## config.mk

```make
export PLATFORM = sky130hd
export DESIGN_NAME = fetch_sequencer
export DESIGN_NICKNAME = d
export VERILOG_FILES = /design/src/rtl/fetch_sequencer.sv
export SDC_FILE = /design/constraint.sdc
export NUM_CORES = 1
export LEC_CHECK = 0
export CORE_AREA = 8 8 103 105
export CTS_BUF_LIST = sky130_fd_sc_hd__clkbuf_8
export DETAILED_ROUTE_END_ITERATION = 8
export DIE_AREA = 0 0 111 113
export PLACE_DENSITY = 0.71
export SLEW_MARGIN = 0
export SYNTH_ARGS = -nofsm -noshare
export SYNTH_HDL_FRONTEND = slang
export SYNTH_SLANG_ARGS = --single-unit
```

## constraint.sdc

```tcl
create_clock -name clk -period 2.93 [get_ports clk]
set_input_delay 0.4395 -clock clk [delete_from_list [all_inputs] [get_ports clk]]
set_output_delay 0.4395 -clock clk [all_outputs]
set_load 0.02 [all_outputs]
```

## src/rtl/fetch_sequencer.sv

```systemverilog
// Program counter and fetch controller for the 9-bit accumulator core.
// Drives the instruction ROM address and resolves BR/BRZ targets through a
// small writable branch table. A taken branch to itself ends the program,
// and a cycle watchdog forces a stop if the program never does that.
//
// state  | meaning
// -------+-----------------------------------------------------------
// S_IDLE | out of reset, waiting for start
// S_RUN  | fetching one instruction per cycle, cycle counter running
// S_DONE | stopped by halt or watchdog, outputs frozen until next start
module fetch_sequencer #(
  parameter int ADDR_W    = 7,
  parameter int LUT_DEPTH = 8,
  parameter int TIMEOUT   = 4096
) (
  input  logic              clk,
  input  logic              rst_n,
  input  logic              start,
  input  logic [8:0]        instr_in,
  input  logic              zero_flag,
  input  logic              lut_we,
  input  logic [2:0]        lut_waddr,
  input  logic [ADDR_W-1:0] lut_wdata,
  output logic [ADDR_W-1:0] inst_addr,
  output logic              running,
  output logic              done,
  output logic              timeout,
  output logic [15:0]       cycle_count
);

  typedef enum logic [1:0] {
    S_IDLE = 2'd0,
    S_RUN  = 2'd1,
    S_DONE = 2'd2
  } state_t;

  localparam logic [2:0]  OP_BR   = 3'b110;
  localparam logic [2:0]  OP_BRZ  = 3'b111;
  localparam logic [15:0] WD_LIMIT = 16'(TIMEOUT);

  state_t            state_q, state_d;
  logic [ADDR_W-1:0] pc_q, pc_d;
  logic [15:0]       cnt_q, cnt_d;
  logic              done_q, done_d;
  logic              to_q, to_d;
  logic              running_q, running_d;
  logic [ADDR_W-1:0] lut_q [LUT_DEPTH];

  logic [2:0]        op;
  logic [2:0]        idx;
  logic [ADDR_W-1:0] target;
  logic [ADDR_W-1:0] pc_inc;
  logic [ADDR_W-1:0] pc_next;
  logic              taken;
  logic              halt;
  logic [15:0]       cnt_inc;
  logic              wd_hit;
  logic              unused_instr_bits;

  // Instruction decode and branch resolution for the current fetch.
  assign op      = instr_in[8:6];
  assign idx     = instr_in[2:0];
  assign target  = lut_q[idx];
  assign taken   = (op == OP_BR) || ((op == OP_BRZ) && zero_flag);
  assign pc_inc  = pc_q + ADDR_W'(1);
  assign pc_next = taken ? target : pc_inc;
  // A taken branch back onto itself is the program's halt idiom.
  assign halt    = taken && (target == pc_q);
  assign cnt_inc = cnt_q + 16'd1;
  assign wd_hit  = (cnt_inc == WD_LIMIT);

  // Operand field bits [5:3] carry no meaning for sequencing.
  assign unused_instr_bits = ^instr_in[5:3];

  // Next-state and next-output logic; everything holds unless changed.
  always_comb begin
    state_d = state_q;
    pc_d    = pc_q;
    cnt_d   = cnt_q;
    done_d  = done_q;
    to_d    = to_q;
    case (state_q)
      S_IDLE, S_DONE: begin
        if (start) begin
          state_d = S_RUN;
          pc_d    = '0;
          cnt_d   = '0;
          done_d  = 1'b0;
          to_d    = 1'b0;
        end
      end
      S_RUN: begin
        cnt_d = cnt_inc;
        if (halt) begin
          // Halt beats the watchdog when both land on the same cycle.
          state_d = S_DONE;
          done_d  = 1'b1;
        end else if (wd_hit) begin
          state_d = S_DONE;
          pc_d    = pc_next;
          done_d  = 1'b1;
          to_d    = 1'b1;
        end else begin
          pc_d = pc_next;
        end
      end
      default: begin
        state_d = S_IDLE;
      end
    endcase
    running_d = (state_d == S_RUN);
  end

  // Control state, program counter, counter and status flags.
  always_ff @(posedge clk or negedge rst_n) begin
    if (!rst_n) begin
      state_q   <= S_IDLE;
      pc_q      <= '0;
      cnt_q     <= '0;
      done_q    <= 1'b0;
      to_q      <= 1'b0;
      running_q <= 1'b0;
    end else begin
      state_q   <= state_d;
      pc_q      <= pc_d;
      cnt_q     <= cnt_d;
      done_q    <= done_d;
      to_q      <= to_d;
      running_q <= running_d;
    end
  end

  // Branch table writes; a branch reading the entry being written this
  // cycle sees the old contents because there is no bypass path.
  always_ff @(posedge clk or negedge rst_n) begin
    if (!rst_n) begin
      for (int i = 0; i < LUT_DEPTH; i++) begin
        lut_q[i] <= '0;
      end
    end else if (lut_we) begin
      lut_q[lut_waddr] <= lut_wdata;
    end
  end

  assign inst_addr   = pc_q;
  assign running     = running_q;
  assign done        = done_q;
  assign timeout     = to_q;
  assign cycle_count = cnt_q;

endmodule

```

# After elaboration in Yosys (flattened, before gate mapping)
# Index checks and enable logic that the tools add are counted.
dict set report word_totals {
  inputBits 24
  output_inout_bits 26
  ff_bits 84
}
dict set report op_classes {
  mux 22
  n_lt_le_gt_ge 3
  n_addsub 2
  n_reduce_logical 11
  eq_ne 11
  bitwise 2
}
# cell n
set op_table {}
lappend op_table {{$bwmux 56} 1}
lappend op_table {{$mux 7} 6}
lappend op_table {{$pmux 16 s2} 1}
lappend op_table {{$bmux 7 s3} 1}
lappend op_table {{$demux 7 s3} 1}
lappend op_table {{$add 16x1->16 const B} 1}
lappend op_table {{$eq 16x13->1 const B} 1}
lappend op_table {{$mux 16} 1}
lappend op_table {{$pmux 7 s2} 1}
lappend op_table {{$ge 4x4->1 const B} 2}
lappend op_table {{$not 3->4} 2}
lappend op_table {{$add 7x1->7 const B} 1}
lappend op_table {{$eq 7x7->1} 1}
lappend op_table {{$eq 3x3->1 const B} 2}
lappend op_table {{$mux 2} 3}
lappend op_table {{$ne 2x2->1 const B} 3}
lappend op_table {{$reduce_and 3->1} 2}
lappend op_table {{$eq 2x1->1 const B} 2}
lappend op_table {{$lt 4x1->1 const B} 1}
lappend op_table {{$mux 1} 4}
lappend op_table {{$pmux 1 s2} 2}
lappend op_table {{$pmux 2 s2} 1}
lappend op_table {{$reduce_and 4->1} 1}
lappend op_table {{$logic_and 1x1->1} 3}
lappend op_table {{other kinds (7)} 7}

# Longest topological paths before layout
dict set report depth {
  depth_word 9
  ltp_mapped 9
}

# Worst setup path before layout
# Ideal clock, no wire load.
dict set report synth_path {
  path_kind {input port to flip-flop}
  start {input port instr_in[2]}
  end {register pc_q[5], in the netlist inst_addr[5]}
  required_ns 2.804
  slack_ns 0.053
  stages 9
  arrival_time_ns 2.751
  setup_time_ns 0.126
  path_cell_list {buf_1 -> mux4_2 -> mux2i_1 -> xnor2_1 -> or4_4 -> o41ai_4 -> buf_6 -> nor2_1 -> a311o_1}
}
dict set report synth_between {
  elab_chain_len 8
  elab_cells_between_ends 11
}
# element line_no
set synth_lines {}
lappend synth_lines {{from (decl)} 19} ;# input logic [8:0] instr_in,
lappend synth_lines {{$not 3->4 (implied by the code) *} 63} ;# assign target = lut_q[idx];
lappend synth_lines {{$bmux 7 s3 *} 63}
lappend synth_lines {{$mux 7 (implied by the code) * (2 in series)} 63}
lappend synth_lines {{$eq 7x7->1} 68} ;# assign halt = taken && (target == pc_q);
lappend synth_lines {{$logic_and 1x1->1} 68}
lappend synth_lines {{$ne 2x2->1 (no line)} -}
lappend synth_lines {{$reduce_and 3->1 (no line)} -}
lappend synth_lines {{to (signal assigned)} 125} ;# pc_q <= pc_d;
lappend synth_lines {{to (decl)} 42} ;# logic [ADDR_W-1:0] pc_q, pc_d;
# Every way passes the cells marked *; elsewhere a longest branch is shown, timed or not. The select of a mux whose other input is x is not followed.
# A chain may end at the register's enable or synchronous reset.

# Worst setup path in the final report
# Same ends and word-level chain as after synthesis.

==> impl_metrics.toml <==
[critical_path]
path_delay_family = "buffers and inverters"
crit_type = "in2reg"
crit_buf_inv = 3
cp_slowest_cell = "or4_4"
cp.required_ns = 3.17
crit_chain = "clkdlybuf4s50_1 -> buf_12 -> mux4_2 -> mux2i_4 -> xnor2_1 -> or4_4 -> o41ai_4 -> buf_6 -> nor2_1 -> a311o_1"
worst_setup_path_start_kind = "primary input"
r2r_setup_slack_ns = 0.34
crit_arrival_ns = 3.00
path_max_fanout = 8
slowest_delay_ns = 0.55
end_kind = "flop"

[layout]
syn2layout_area_growth_pct = 21.4
drive_gt1_share_pct = 27.9
nFillCells = 748
mostFrequentLayoutCells = "dfrtp_1, mux2_2, clkdlybuf4s50_1, o21ai_0"
antennaDiodeCount = 0
final_common_cell = "dfrtp_1"
final_net_count = 449

[die]
die_area_sq_mm = 0.0125
start_util_pct = 48.2
num_io_pins = 50
rows = 35
die_x_um = 111
die_h_um = 113
coreArea_sq_mm = 0.00898

[logic_synthesis]
yosysWarnings = 0
async_reset_ff_share_pct = 100
yosysUniqueCellTypes = 48
synth_edf_count = 0
syn_area_per_cell_sq_um = 12.0
synth.mux.area_fraction_pct = 24.9
synth_xor_area_share_pct = 1.82
synth_compound_area_share_pct = 10.0
yosysSeqAreaShare_pct = 48.6
synth_top_area_cell = "dfrtp_1"
syn-cell-area_sq_mm = 0.00433
yosysTopAreaCellShare_pct = 48.6
ys.flop_type = "dfrtp_1"
synth_simple_gate_area_share_pct = 11.3
synth_nets = 388
synthAdderAreaFrac_pct = 0.867
ys_ff_latch = 84
ys_top_cells_by_area = "dfrtp_1, mux2_2, mux4_2"
synth_top_family_by_area = "multiplexers"
synthCells = 361

[timing]
rsz0062_at_grt = "false"
worst_pin_slew_ns = 1.05
slew_violations = 0
setup_ws_ns = 0.166
fin_skew_ns = 0.0122
min_period_over_period_pct = 94.3
fin_crit_ns = 2.76
hold_violations = 0
relSlewSlack_pct = 30.2
finalSetupViolations = 0
fmax_ghz = 0.362

[worst_hold_path]
hold_path.class = "in2async"

[clocking]
clock-root-buffer = "clkbuf_8"
path_clk_slew_ns = 0.09
htree_levels = 3
clk_path_buf_depth = 2
cts_tree = "done"
cts_made_buffers = 9
cts_sinks = 84
clock_latency_ns = 0.36

[global_route]
antenna_found_initial = 0
grt_max_degree = 85
gr-total-overflow = 0
grt_pass1_wl_mm = 16.1
grt_use_total_pct = 15.5
grt_pass1_vias = 3092

[route]
drt_iter0_markers = 121
viasPerCell = 5.77
wire_per_inst_um = 17.7
drtAntennaViolNets = 0
firstDrtPassIters = 4
routed_wl_mm = 9.55
vias = 3104
drcViolationCount = 0

[power]
p_leak_nw = 2.20
p_per_area_mw_per_mm2 = 716
ir_drop_mv = 0.335
power_mw = 3.76

[placed_design]
gp_congestion = 0.833
numPortBuffers = 46
hpwl_mm = 6.61
place_ws_ns = -0.505

[status]
status = "finished, final reports clean"

[flow_run]
drv_cap = 0
-- timing repair --
item                       4_1_cts  5_1_grt
gates resized for setup          8        6
pin swaps                        1        0
cloned                           0        0
setup endpoints to repair        6        6
buffers inserted                 1        0
hold buffers                     0        0
-- worst register-to-register path: stages, from the launching register on --
cell	delay, ns
dfrtp_1	0.40
mux4_2	0.50
mux2i_4	0.19
xnor2_1	0.10
or4_4	0.55
o41ai_4	0.23
buf_6	0.17
nor2_1	0.05
a311o_1	0.28
-- power breakdown --
part / total (mW) / internal, mW / switching, mW
Clock: 0.806 / 0.332 / 0.474
Combinational: 1.28 / 0.685 / 0.598
Sequential: 1.67 / 1.42 / 0.251
Total: 3.76 / 2.44 / 1.32
-- cell families after synthesis --
logic type               Yosys count
AND/OR/NAND/NOR                   95
AO/OA/AOI/OAI                     65
multiplexers                      81
flip-flops                        84
XOR/XNOR                           9
buffers and inverters             24
adder cells (fa/ha/maj)            3
-- synth_stat cells (all sizes together) (2+ instances only) --
cell,n
nand2,21
nand2b,5
nand4,8
nand4b,3
mux2i,10
nor2,22
dfrtp,84
mux2,57
nor3b,3
a311o,3
xnor2,5
o21ai,27
o211a,2
a22oi,2
xor2,4
o31ai,5
ha,3
and3,4
and2,3
a21oi,7
nor3,6
inv,3
clkbuf,15
a21o,2
or4,2
nand3,13
mux4,14
a22o,2
buf,6
a31oi,7
-- final cells by class --
cell class	instances	area, sq um	share of cell area [%]
tap	111	139	2.64
clock buffer	9	124	2.36
sequential	84	2100	40.0
clock inverter	7	65.1	1.24
timing repair buffer	71	674	12.8
inverter	3	11.3	0.214
multi-input combinational	253	2140	40.7
-- worst paths after layout --
check | start | end | cells after the start
min in group clk | done | done | 2
setup / recovery | instr_in[2] | inst_addr[5] | 10
max in group asynchronous | rst_n | inst_addr[0] | 1
hold / removal | rst_n | cycle_count[4] | 1
setup reg to reg | lut_q[19] | inst_addr[5] | 8
hold reg to reg | done | done | 2
-- layer usage --
layer,vias up,track usage [%],part of all wire (%)
li1,1476,-,-
met2,63,23.9,47
met3,8,3.02,3.7
met5,-,0,0
met1,1557,21.4,49
met4,0,4.77,0.91
-- sequential cells by signal (all words and copies together) (netlist names) --
name,flops
lut_q,56
cycle_count,16
inst_addr,7
timeout,1
state_q,2
running,1
done,1
-- metrics by stage --
stage	TNS (ns)	hold slack (ns)	area [sq um]	utilization (%)	std cells
final	0	0.249	5260	58.6	538
after global routing	0	0.342	5260	58.6	538
after detailed placement	-4.27	0.473	5020	55.9	521
after floorplan	0	0.144	4330	-	361
after global placement	-3.59	0.464	5020	55.9	521
after CTS	0	0.291	5230	58.2	538
Note: power is estimated with default switching activity, not from simulation.
